--- src/rtl/dmem_arbiter.sv ---
// Arbitrates the single-ported L1 data memory between the core MEM stage and a DMA/loader port.
// Latency: grant and memory drive are combinational in the request cycle; response registered, +1 cycle.
// Backpressure: per-cycle ready (core priority, DMA starvation guard, bounded DMA lock); no response backpressure.
module dmem_arbiter #(
  parameter int ADDR_WIDTH   = 32,
  parameter int DATA_WIDTH   = 32,
  parameter int MEM_SIZE     = 1024,
  parameter int STARVE_LIMIT = 4,
  parameter int MAX_BURST    = 8
) (
  input  logic                  clk,
  input  logic                  reset,
  // core MEM stage
  input  logic                  core_valid,
  output logic                  core_ready,
  input  logic                  core_write,
  input  logic [ADDR_WIDTH-1:0] core_addr,
  input  logic [DATA_WIDTH-1:0] core_wdata,
  input  logic [2:0]            core_funct3,
  output logic                  core_rsp_valid,
  output logic [DATA_WIDTH-1:0] core_rsp_rdata,
  output logic                  core_rsp_err,
  // DMA / loader
  input  logic                  dma_valid,
  output logic                  dma_ready,
  input  logic                  dma_write,
  input  logic [ADDR_WIDTH-1:0] dma_addr,
  input  logic [DATA_WIDTH-1:0] dma_wdata,
  input  logic [2:0]            dma_funct3,
  input  logic                  dma_lock,
  output logic                  dma_rsp_valid,
  output logic [DATA_WIDTH-1:0] dma_rsp_rdata,
  output logic                  dma_rsp_err,
  // data_memory
  output logic [ADDR_WIDTH-1:0] mem_address,
  output logic [DATA_WIDTH-1:0] mem_write_data,
  output logic [2:0]            mem_funct3,
  output logic                  mem_read,
  output logic                  mem_write,
  input  logic [DATA_WIDTH-1:0] mem_read_data
);

  localparam int SW = $clog2(STARVE_LIMIT + 1);
  localparam int BW = $clog2(MAX_BURST + 1);
  localparam logic [ADDR_WIDTH:0] MEM_BYTES = (ADDR_WIDTH + 1)'(MEM_SIZE) << 2;

  typedef enum logic {UNLOCKED, LOCKED} lock_state_t;

  lock_state_t   lock_state;
  logic [SW-1:0] starve_cnt;
  logic [BW-1:0] burst_cnt;

  logic gnt_core, gnt_dma, starve_hit;
  logic err_core, err_dma, sel_err, sel_write;

  logic                  core_rsp_valid_q, dma_rsp_valid_q;
  logic                  core_rsp_err_q, dma_rsp_err_q;
  logic [DATA_WIDTH-1:0] core_rsp_rdata_q, dma_rsp_rdata_q;

  // Rejects misaligned, out-of-range and illegal-size accesses. funct3[1:0] encodes the size;
  // the end address is computed one bit wider so a wrap near the top of the space is still caught.
  function automatic logic access_err(input logic write, input logic [ADDR_WIDTH-1:0] addr,
                                      input logic [2:0] f3);
    logic [ADDR_WIDTH:0] size;
    logic [ADDR_WIDTH:0] end_addr;
    logic                bad;
    case (f3[1:0])
      2'b00:   size = (ADDR_WIDTH + 1)'(1);
      2'b01:   size = (ADDR_WIDTH + 1)'(2);
      default: size = (ADDR_WIDTH + 1)'(4);
    endcase
    bad = 1'b0;
    if (f3[1:0] == 2'b01 && addr[0]) bad = 1'b1;
    if (f3[1:0] == 2'b10 && addr[1:0] != 2'b00) bad = 1'b1;
    end_addr = {1'b0, addr} + size;
    if (end_addr > MEM_BYTES) bad = 1'b1;
    if (write && !(f3 inside {3'b000, 3'b001, 3'b010})) bad = 1'b1;
    if (!write && !(f3 inside {3'b000, 3'b001, 3'b010, 3'b100, 3'b101})) bad = 1'b1;
    return bad;
  endfunction

  assign starve_hit = (starve_cnt == SW'(STARVE_LIMIT));
  assign err_core   = access_err(core_write, core_addr, core_funct3);
  assign err_dma    = access_err(dma_write, dma_addr, dma_funct3);

  // Per-cycle grant: an active lock owns the memory, then the starvation guard, then core, then DMA.
  always_comb begin
    gnt_core = 1'b0;
    gnt_dma  = 1'b0;
    if (lock_state == LOCKED)        gnt_dma  = dma_valid;
    else if (starve_hit && dma_valid) gnt_dma  = 1'b1;
    else if (core_valid)             gnt_core = 1'b1;
    else if (dma_valid)              gnt_dma  = 1'b1;
  end

  assign core_ready = gnt_core;
  assign dma_ready  = gnt_dma;

  // Steer the winner onto the memory port; strobes are suppressed for errors and while in reset.
  always_comb begin
    mem_address    = gnt_dma ? dma_addr   : core_addr;
    mem_write_data = gnt_dma ? dma_wdata  : core_wdata;
    mem_funct3     = gnt_dma ? dma_funct3 : core_funct3;
    sel_write      = gnt_dma ? dma_write  : core_write;
    sel_err        = gnt_dma ? err_dma    : err_core;
    mem_read       = (gnt_core || gnt_dma) && !sel_write && !sel_err && !reset;
    mem_write      = (gnt_core || gnt_dma) &&  sel_write && !sel_err && !reset;
  end

  // Starvation counter and DMA lock FSM; a lock ends on release or after MAX_BURST locked cycles.
  always_ff @(posedge clk) begin
    if (reset) begin
      lock_state <= UNLOCKED;
      starve_cnt <= '0;
      burst_cnt  <= '0;
    end else begin
      if (!dma_valid || gnt_dma)  starve_cnt <= '0;
      else if (!starve_hit)       starve_cnt <= starve_cnt + SW'(1);

      case (lock_state)
        UNLOCKED: begin
          if (gnt_dma && dma_lock) begin
            lock_state <= LOCKED;
            burst_cnt  <= BW'(1);
          end
        end
        LOCKED: begin
          if (!dma_lock || burst_cnt == BW'(MAX_BURST)) begin
            lock_state <= UNLOCKED;
            burst_cnt  <= '0;
          end else begin
            burst_cnt  <= burst_cnt + BW'(1);
          end
        end
        default: lock_state <= UNLOCKED;
      endcase
    end
  end

  // Capture the response of whichever side was accepted this cycle; load data only for good loads.
  always_ff @(posedge clk) begin
    if (reset) begin
      core_rsp_valid_q <= 1'b0;
      core_rsp_err_q   <= 1'b0;
      core_rsp_rdata_q <= '0;
      dma_rsp_valid_q  <= 1'b0;
      dma_rsp_err_q    <= 1'b0;
      dma_rsp_rdata_q  <= '0;
    end else begin
      core_rsp_valid_q <= gnt_core;
      core_rsp_err_q   <= gnt_core && err_core;
      core_rsp_rdata_q <= (gnt_core && !core_write && !err_core) ? mem_read_data : '0;
      dma_rsp_valid_q  <= gnt_dma;
      dma_rsp_err_q    <= gnt_dma && err_dma;
      dma_rsp_rdata_q  <= (gnt_dma && !dma_write && !err_dma) ? mem_read_data : '0;
    end
  end

  // A response whose slot overlaps an asserted reset is dropped rather than presented.
  assign core_rsp_valid = core_rsp_valid_q && !reset;
  assign core_rsp_err   = core_rsp_err_q && !reset;
  assign core_rsp_rdata = reset ? '0 : core_rsp_rdata_q;
  assign dma_rsp_valid  = dma_rsp_valid_q && !reset;
  assign dma_rsp_err    = dma_rsp_err_q && !reset;
  assign dma_rsp_rdata  = reset ? '0 : dma_rsp_rdata_q;

endmodule

--- config.mk ---
export PLATFORM = sky130hd
export DESIGN_NAME = dmem_arbiter
export DESIGN_NICKNAME = d
export VERILOG_FILES = /design/src/rtl/dmem_arbiter.sv
export SDC_FILE = /design/constraint.sdc
export NUM_CORES = 1
export LEC_CHECK = 0
export ABC_CLOCK_PERIOD_IN_PS = 6410
export CAP_MARGIN = 20
export CORE_AREA = 2 2 120 122
export CTS_BUF_LIST = sky130_fd_sc_hd__clkbuf_8
export CTS_CLUSTER_DIAMETER = 100
export DETAILED_ROUTE_END_ITERATION = 16
export DIE_AREA = 0 0 122 124
export PLACE_DENSITY = 0.91
export SLEW_MARGIN = 25
export SYNTH_ARGS = -nofsm -noshare
export SYNTH_HDL_FRONTEND = slang
export SYNTH_SLANG_ARGS = --single-unit
--- constraint.sdc ---
create_clock -name clk -period 6.41 [get_ports clk]
set_input_delay 1.923 -clock clk [delete_from_list [all_inputs] [get_ports clk]]
set_output_delay 1.923 -clock clk [all_outputs]
set_load 0.005 [all_outputs]
==> results of run 1 <==
==> synthesized netlist by cell type, types with 13 or more instances <==
library cell / instances / area, sq um
o21ai_0: 16 / 80.1
nor2_1: 36 / 135
nor3_1: 13 / 65.1
nor2b_1: 73 / 457
nand3_1: 22 / 110
nand4_1: 17 / 106
dfxtp_1: 76 / 1520
inv_1: 14 / 52.6
and3_1: 17 / 106
and2_1: 39 / 244
a21oi_1: 21 / 105
clkbuf_1: 28 / 105
nand2_1: 213 / 800
and4_1: 33 / 289
==> cell families (layout without fill, tap and decap cells) <==
kind of cell,after synthesis,in the layout
AND/OR/NAND/NOR,507,507
AO/OA/AOI/OAI,90,90
flip-flops,76,76
buffers and inverters,52,491
adder cells (fa/ha/maj),12,12
XOR/XNOR,12,12
multiplexers,8,8
other,0,1
==> worst max-delay path by stage <==
stage	start	endpoint	slack, ns
global placement	core_funct3[1]	mem_read	-0.91
finish	dma_addr[1]	mem_read	-0.11
detailed placement	core_funct3[0]	mem_read	-1.02
global route	dma_funct3[0]	mem_read	-0.20
CTS	core_funct3[0]	mem_read	-0.04
floorplan	core_funct3[1]	mem_read	0.16
==> flip-flops by register name (all words and copies together), names as in the netlist <==
name,flops
burst_cnt,4
core_rsp_err_q,1
core_rsp_rdata_q,32
core_rsp_valid_q,1
dma_rsp_err_q,1
dma_rsp_rdata_q,32
dma_rsp_valid_q,1
lock_state,1
starve_cnt,3
==> metal layers <==
layer | share of wire | vias to the layer above | track usage
met1 | 0.37 | 3358 | 0.346
met3 | 0.093 | 77 | 0.0614
met5 | 0 | - | 0
met2 | 0.50 | 397 | 0.539
met4 | 0.037 | 0 | 0.127
li1 | - | 3492 | -
==> repair_timing <==
item / CTS / global route
setup buffers: 6 / 5
endpoints found under the setup margin: 2 / 2
gates resized for setup: 95 / 20
pin swaps: 32 / 17
==> through the flow <==
step                setup slack [ns]  area [sq um]  TNS [ns]
floorplan                      0.157          5400         0
global placement              -0.913          9610     -1.80
detailed placement             -1.02          9610     -2.01
CTS                          -0.0384         10100   -0.0384
global route                  -0.202         10200    -0.352
finish                        -0.115         10200    -0.164
==> cell type report <==
| cell class | count | area share |
|---|---|---|
| clock inverters | 4 | 0.00697 |
| repair buffers | 460 | 0.414 |
| well taps | 180 | 0.0220 |
| flip-flops and latches | 76 | 0.149 |
| inverters | 15 | 0.00550 |
| clock buffers | 12 | 0.0161 |
| multi-input cells | 629 | 0.386 |
| diodes | 1 | 0.000245 |
==> cells in the final DEF (no fill, tap or decap), types with 3 or more instances in the layout <==
| master | count |
|---|---|
| nand2_1 | 211 |
| ha_4 | 4 |
| inv_1 | 14 |
| nor4_1 | 6 |
| nor3_1 | 10 |
| nand2b_1 | 5 |
| clkdlybuf4s50_1 | 284 |
| nand2_2 | 3 |
| a31oi_1 | 8 |
| buf_2 | 3 |
| and3_1 | 16 |
| a211oi_1 | 3 |
| nor2b_1 | 70 |
| nand4_1 | 17 |
| nand3_2 | 5 |
| buf_6 | 5 |
| and2_1 | 38 |
| a21o_1 | 5 |
| dlymetal6s2s_1 | 5 |
| mux2i_1 | 4 |
| o21ai_0 | 14 |
| clkbuf_8 | 12 |
| nand3_1 | 19 |
| and4_1 | 32 |
| nor2_1 | 34 |
| nor4_4 | 3 |
| xnor2_1 | 5 |
| nor3b_1 | 3 |
| ha_1 | 6 |
| dlygate4sd2_1 | 12 |
| nor3_2 | 3 |
| buf_4 | 146 |
| a311oi_1 | 3 |
| dfxtp_1 | 76 |
| a21oi_1 | 19 |
| xor2_1 | 6 |
| or3_1 | 3 |
==> worst register-to-register path: cells and delay by family, from the launching register on <==
family	cells	cell delay, ns
AO/OA/AOI/OAI	1	0.16
adder cells (fa/ha/maj)	1	0.18
buffers and inverters	3	0.61
flip-flops	1	0.33
multiplexers	1	0.32
AND/OR/NAND/NOR	3	0.58
==> report_power, final <==
group	internal, mW	total (mW)	switching [mW]	leakage [nW]
clock	0.250	0.416	0.166	0.120
combinational	0.257	0.454	0.197	3.74
sequential	0.474	0.476	0.00148	0.613
total	0.981	1.35	0.365	4.47
==> run metrics, run 1 <==
Hold Vio Cnt, Final 0; die area 0.0151 sq mm; Core Region 0.0137 sq mm; footprint of the multi-input gates 0.00395 sq mm; layout cells sized above 1 0.198; total clock buffers created by CTS 9; Setup CP Type in -> out; largest family of logic cells by synthesized area simple AND/OR/NAND/NOR gates; WP data arrival 4.60 ns; Final Total Pwr 1.35 mW; Leak 4.47 nW; fin crit share 1.02; Rows 43; Mapped Nets 942; Slowest Stage Delay on Critical Path 0.40 ns; delay-heaviest family, CP compound AO/OA/AOI/OAI gates; Post-Syn Area 0.00540 sq mm; violations in the final reports negative setup slack; Post-DRT Antenna Nets 0; number of synthesized flops with an enable pin 0; vias in the first global route 7218; first-pass GRT wire length 36.3 mm; R2R Setup Slk 4.17 ns; CTS H-tree depth 3; skew final 0.0109 ns; fin crit period 6.52 ns; #FFs+latches synth 76; Startpoint Class input port; DRC violation count after routing 0; Synth Area in Adders 0.0306; Via density 5.32; Initial Utilization 0.393; Tot GR Track Use 0.300; status complete, but fails checks; FF+latch area 0.00152 sq mm; crit path cell chain clkdlybuf4s15_1 > buf_4 > ha_1 > a21o_1 > a21o_1 > nand2_2 > a311o_1 > a2111oi_4 > and4b_1 > a32o_2 > buf_6 > and2_4 > buf_6; dpl cells 1349; Slew @ Worst Pin 0.582 ns; hold crit path type reg -> reg; Compound-Gate Fraction of Synth Area 0.115; # hold bufs at CTS 0; die height 124 um; ys flop type dfxtp_1; sequential fraction of the synthesis area 0.282; RSZ-0062 raised after global routing true; DRT Wirelength 23.5 mm; Yosys warning count 0; worst-case vdd ir drop 0.0919 mV; final hold slack 0.454 ns; clk_lat worst skew 0.34 ns; Avg WL per Cell 17.1 um; non-filler cells, final 1377; clk sinks 76; asr flop ratio synth 0; post-synthesis mux area share 0.0155; fin util 0.746; register clock-pin slew on the reported worst setup and hold paths 0.08 ns; pin count of the biggest net entering global routing 62; via count 7324; f_max 153 MHz; Slew Viols, Final 0; hold path startpoint starve_cnt[0]$_SDFFE_PP0P_; TritonCTS clock tree built; relative slew slack 0.612; Avg Cell Area, Syn 7.13 sq um; WHS Endpoint starve_cnt[0]$_SDFFE_PP0P_; setup violators final 2; Critical path buffers and inverters 4; grt ovf 0; cell count of the worst reg-to-reg path 9; Crit path depth 13; number of max-cap violations 0; crit-path max FO 3; CTS Root Cell clkbuf_8; Synth Area in XOR/XNOR 0.0195; post-synthesis cell type count 68; post-route setup slack -0.115 ns; Worst Hold Path Cells 1; Synth Area in Simple Gates 0.496; worst r2r src starve_cnt[0]$_SDFFE_PP0P_; CTS Buffer Depth 2; Synth Instances 757; DRT Pass-1 Iters 5; Detailed Place HPWL 18.3 mm; endpoint of the worst-slack reg-to-reg timing path core_rsp_rdata_q[14]$_SDFF_PP0_; Final GP Congestion 1.01; CP endpoint kind primary output; initial antenna violation count 1; Data required, critical path 4.49 ns; Power Dens Cells 132 mW/mm^2; Area Overhead vs Synth 89.6%; Detailed Route Iter0 Violations 468; Fill cells 963; CP max stage cell a311o_1; Die W 122 um; port bufs 311; Nets 1376; I/O pin count 312
Note: power is estimated with default switching activity, not from simulation.
==> run 2: changes to the inputs <==
CORE_AREA = default   (was 2 2 120 122)
CORE_MARGIN = 2   (was default)
CORE_UTILIZATION = 40   (was default)
DIE_AREA = default   (was 0 0 122 124)
PLACE_DENSITY = 0.93   (was 0.91)
SKIP_CTS_REPAIR_TIMING = 1   (was default)
==> run 2 against run 1 <==
  * The run still ends with negative setup slack left
  * Global-route usage shrank 0.98 points
  * Flip-flop and latch count unchanged
  * Non-clock buffer count fell by 10
  * First-iteration DRC count up 67%
  * Combinational power hardly changed
  * Critical endpoint is now mem_write
  * Largest cell class unchanged
  * Highest routed layer unchanged
==> run metrics, run 2 (synthesized netlist as in run 1, its figures left out) <==
Startpoint Class input port; cell count of the worst reg-to-reg path 11 (+2); skew final 0.00979 ns (-0.00111 ns); initial antenna violation count 1 (unchanged); first-pass GRT wire length 33.9 mm (-6.4%); WP data arrival 4.56 ns (-0.04 ns); CP endpoint kind primary output; most frequent cells in the layout 284 x clkdlybuf4s50_1, 210 x nand2_1, 137 x buf_4; crit-path max FO 4 (+1); top flop regs core_rsp_rdata_q x32, dma_rsp_rdata_q x32, burst_cnt x4; final hold slack 0.467 ns (+0.0137 ns); f_max 154 MHz (+0.70%); hold crit path type reg -> reg; Post-DRT Antenna Nets 0 (unchanged); TritonCTS clock tree built; pin count of the biggest net entering global routing 75 (+21%); Fill cells 887 (-7.9%); Rows 42 (-2.3%); Area Overhead vs Synth 86.4%; vias in the first global route 7004 (-3.0%); die area 0.0144 sq mm (-4.6%); Via density 5.45 (+2.4%); Slowest Stage Delay on Critical Path 0.54 ns (+0.14 ns); non-filler cells, final 1363 (-1.0%); die height 120 um (-3.1%); Core Region 0.0132 sq mm (-3.9%); fin crit share 1.01 (-0.00711); grt met3 use 0.0490 (-0.0124); total clock buffers created by CTS 9 (unchanged); Leak 4.51 nW (+0.68%); Final GP Congestion 1.04 (+2.9%); Nets 1366 (-0.73%); endpoint of the worst-slack reg-to-reg timing path dma_rsp_rdata_q[4]$_SDFF_PP0_; Initial Utilization 0.409 (+0.0158); Crit path depth 10 (-3); status complete, but fails checks; worst r2r src starve_cnt[0]$_SDFFE_PP0P_; CP max stage cell clkdlybuf4s50_1; CTS H-tree depth 3 (unchanged); Detailed Route Iter0 Violations 782 (+67%); most common cell after layout, fill and taps aside clkdlybuf4s50_1; met1 Use GR 0.336 (-0.00989); I/O pin count 312 (unchanged); met2 Use GR 0.533 (-0.00643); Slew @ Worst Pin 0.706 ns (+0.124 ns); post-route setup slack -0.0694 ns (+0.0456 ns); layout cells sized above 1 0.180 (-0.0186); R2R Setup Slk 4.27 ns (+0.10 ns); DRT Wirelength 23.4 mm (-0.60%); Avg WL per Cell 17.1 um (+0.42%); CTS Root Cell clkbuf_8; relative slew slack 0.529 (-0.0829); end of the critical path mem_write; layer with the highest usage met2; fin crit period 6.48 ns (-0.0456 ns); Detailed Place HPWL 17.6 mm (-3.7%); Setup CP Type in -> out; setup violators final 2 (unchanged); grt ovf 0 (unchanged); footprint of the multi-input gates 0.00387 sq mm (-2.0%); crit path cell chain clkdlybuf4s50_1 > nand4_4 > or2_4 > nor4_4 > mux2_4 > a31oi_1 > and4b_1 > a32o_2 > and2_1 > buf_2; CTS Buffer Depth 2 (unchanged); via count 7427 (+1.4%); DRC violation count after routing 0 (unchanged); dpl cells 1340 (-0.67%); Slew Viols, Final 0 (unchanged); violations in the final reports negative setup slack; worst setup path startpoint dma_addr[6]; Power Dens Cells 122 mW/mm^2 (-7.3%); Die W 120 um (-1.5%); Data required, critical path 4.49 ns (about the same); port bufs 311 (unchanged); delay-heaviest family, CP simple AND/OR/NAND/NOR gates; Tot GR Track Use 0.290 (-0.00976); Hold Vio Cnt, Final 0 (unchanged); register clock-pin slew on the reported worst setup and hold paths 0.07 ns (about the same); DRT Pass-1 Iters 5 (unchanged); RSZ-0062 raised after global routing true; fin util 0.763 (+0.0171); FF+latch area 0.00152 sq mm (unchanged); clk_lat worst skew 0.34 ns (about the same); clk sinks 76 (unchanged); Critical path buffers and inverters 2 (-2); worst-case vdd ir drop 0.0717 mV (-22%); number of max-cap violations 0 (unchanged)
[run 2: cell count changes in the layout (fill, tap and decap cells not counted), moves of 3 or more]
cell,change
nand3_2,-3
nand3_1,+3
dlymetal6s2s_1,+15
buf_4,-9
dlygate4sd2_1,-12
clkbuf_8,-3
[run 2: how the worst min path moves through the flow]
| stage | start | to | slack (ns) | cells after the start |
|---|---|---|---|---|
| after floorplan | starve_cnt[0]$_SDFFE_PP0P_ | starve_cnt[0]$_SDFFE_PP0P_ | 0.42 | 1 |
| after global placement | starve_cnt[0]$_SDFFE_PP0P_ | starve_cnt[0]$_SDFFE_PP0P_ | 0.43 | 1 |
| after detailed placement | starve_cnt[0]$_SDFFE_PP0P_ | starve_cnt[0]$_SDFFE_PP0P_ | 0.46 | 1 |
| after CTS | starve_cnt[0]$_SDFFE_PP0P_ | starve_cnt[0]$_SDFFE_PP0P_ | 0.47 | 1 |
| after global routing | starve_cnt[0]$_SDFFE_PP0P_ | starve_cnt[0]$_SDFFE_PP0P_ | 0.49 | 1 |
| final | starve_cnt[0]$_SDFFE_PP0P_ | starve_cnt[0]$_SDFFE_PP0P_ | 0.47 | 1 |
[run 2: cell type report]
class,count,area share
timing repair buffer,450,0.420
multi-input combinational,629,0.385
sequential,76,0.151
tap,176,0.0219
clock buffer,9,0.0123
inverter,15,0.00559
clock inverter,7,0.00373
antenna,1,0.000249
[run 2: through the flow]
step	cell area (sq um)	power, mW	TNS [ns]	worst slack, ns
2_1_floorplan	5400	0.611	0	0.157
3_3_place_gp	9590	0.902	-1.83	-0.920
3_5_place_dp	9590	0.911	-2.04	-1.03
4_1_cts	9750	1.21	-2.05	-1.04
5_1_grt	10100	1.28	-0.394	-0.216
6_report	10100	1.23	-0.114	-0.0694
[run 2: power breakdown]
group	switching [mW]	total, mW	internal, mW
combinational	0.194	0.451	0.256
clock	0.165	0.301	0.135
sequential	0.00158	0.476	0.474
[run 2: routing by layer]
layer | part of all wire | routed length (um)
met3 | 0.089 | 2090
met1 | 0.37 | 8690
met4 | 0.036 | 835
met2 | 0.50 | 11700
met5 | 0 | 0
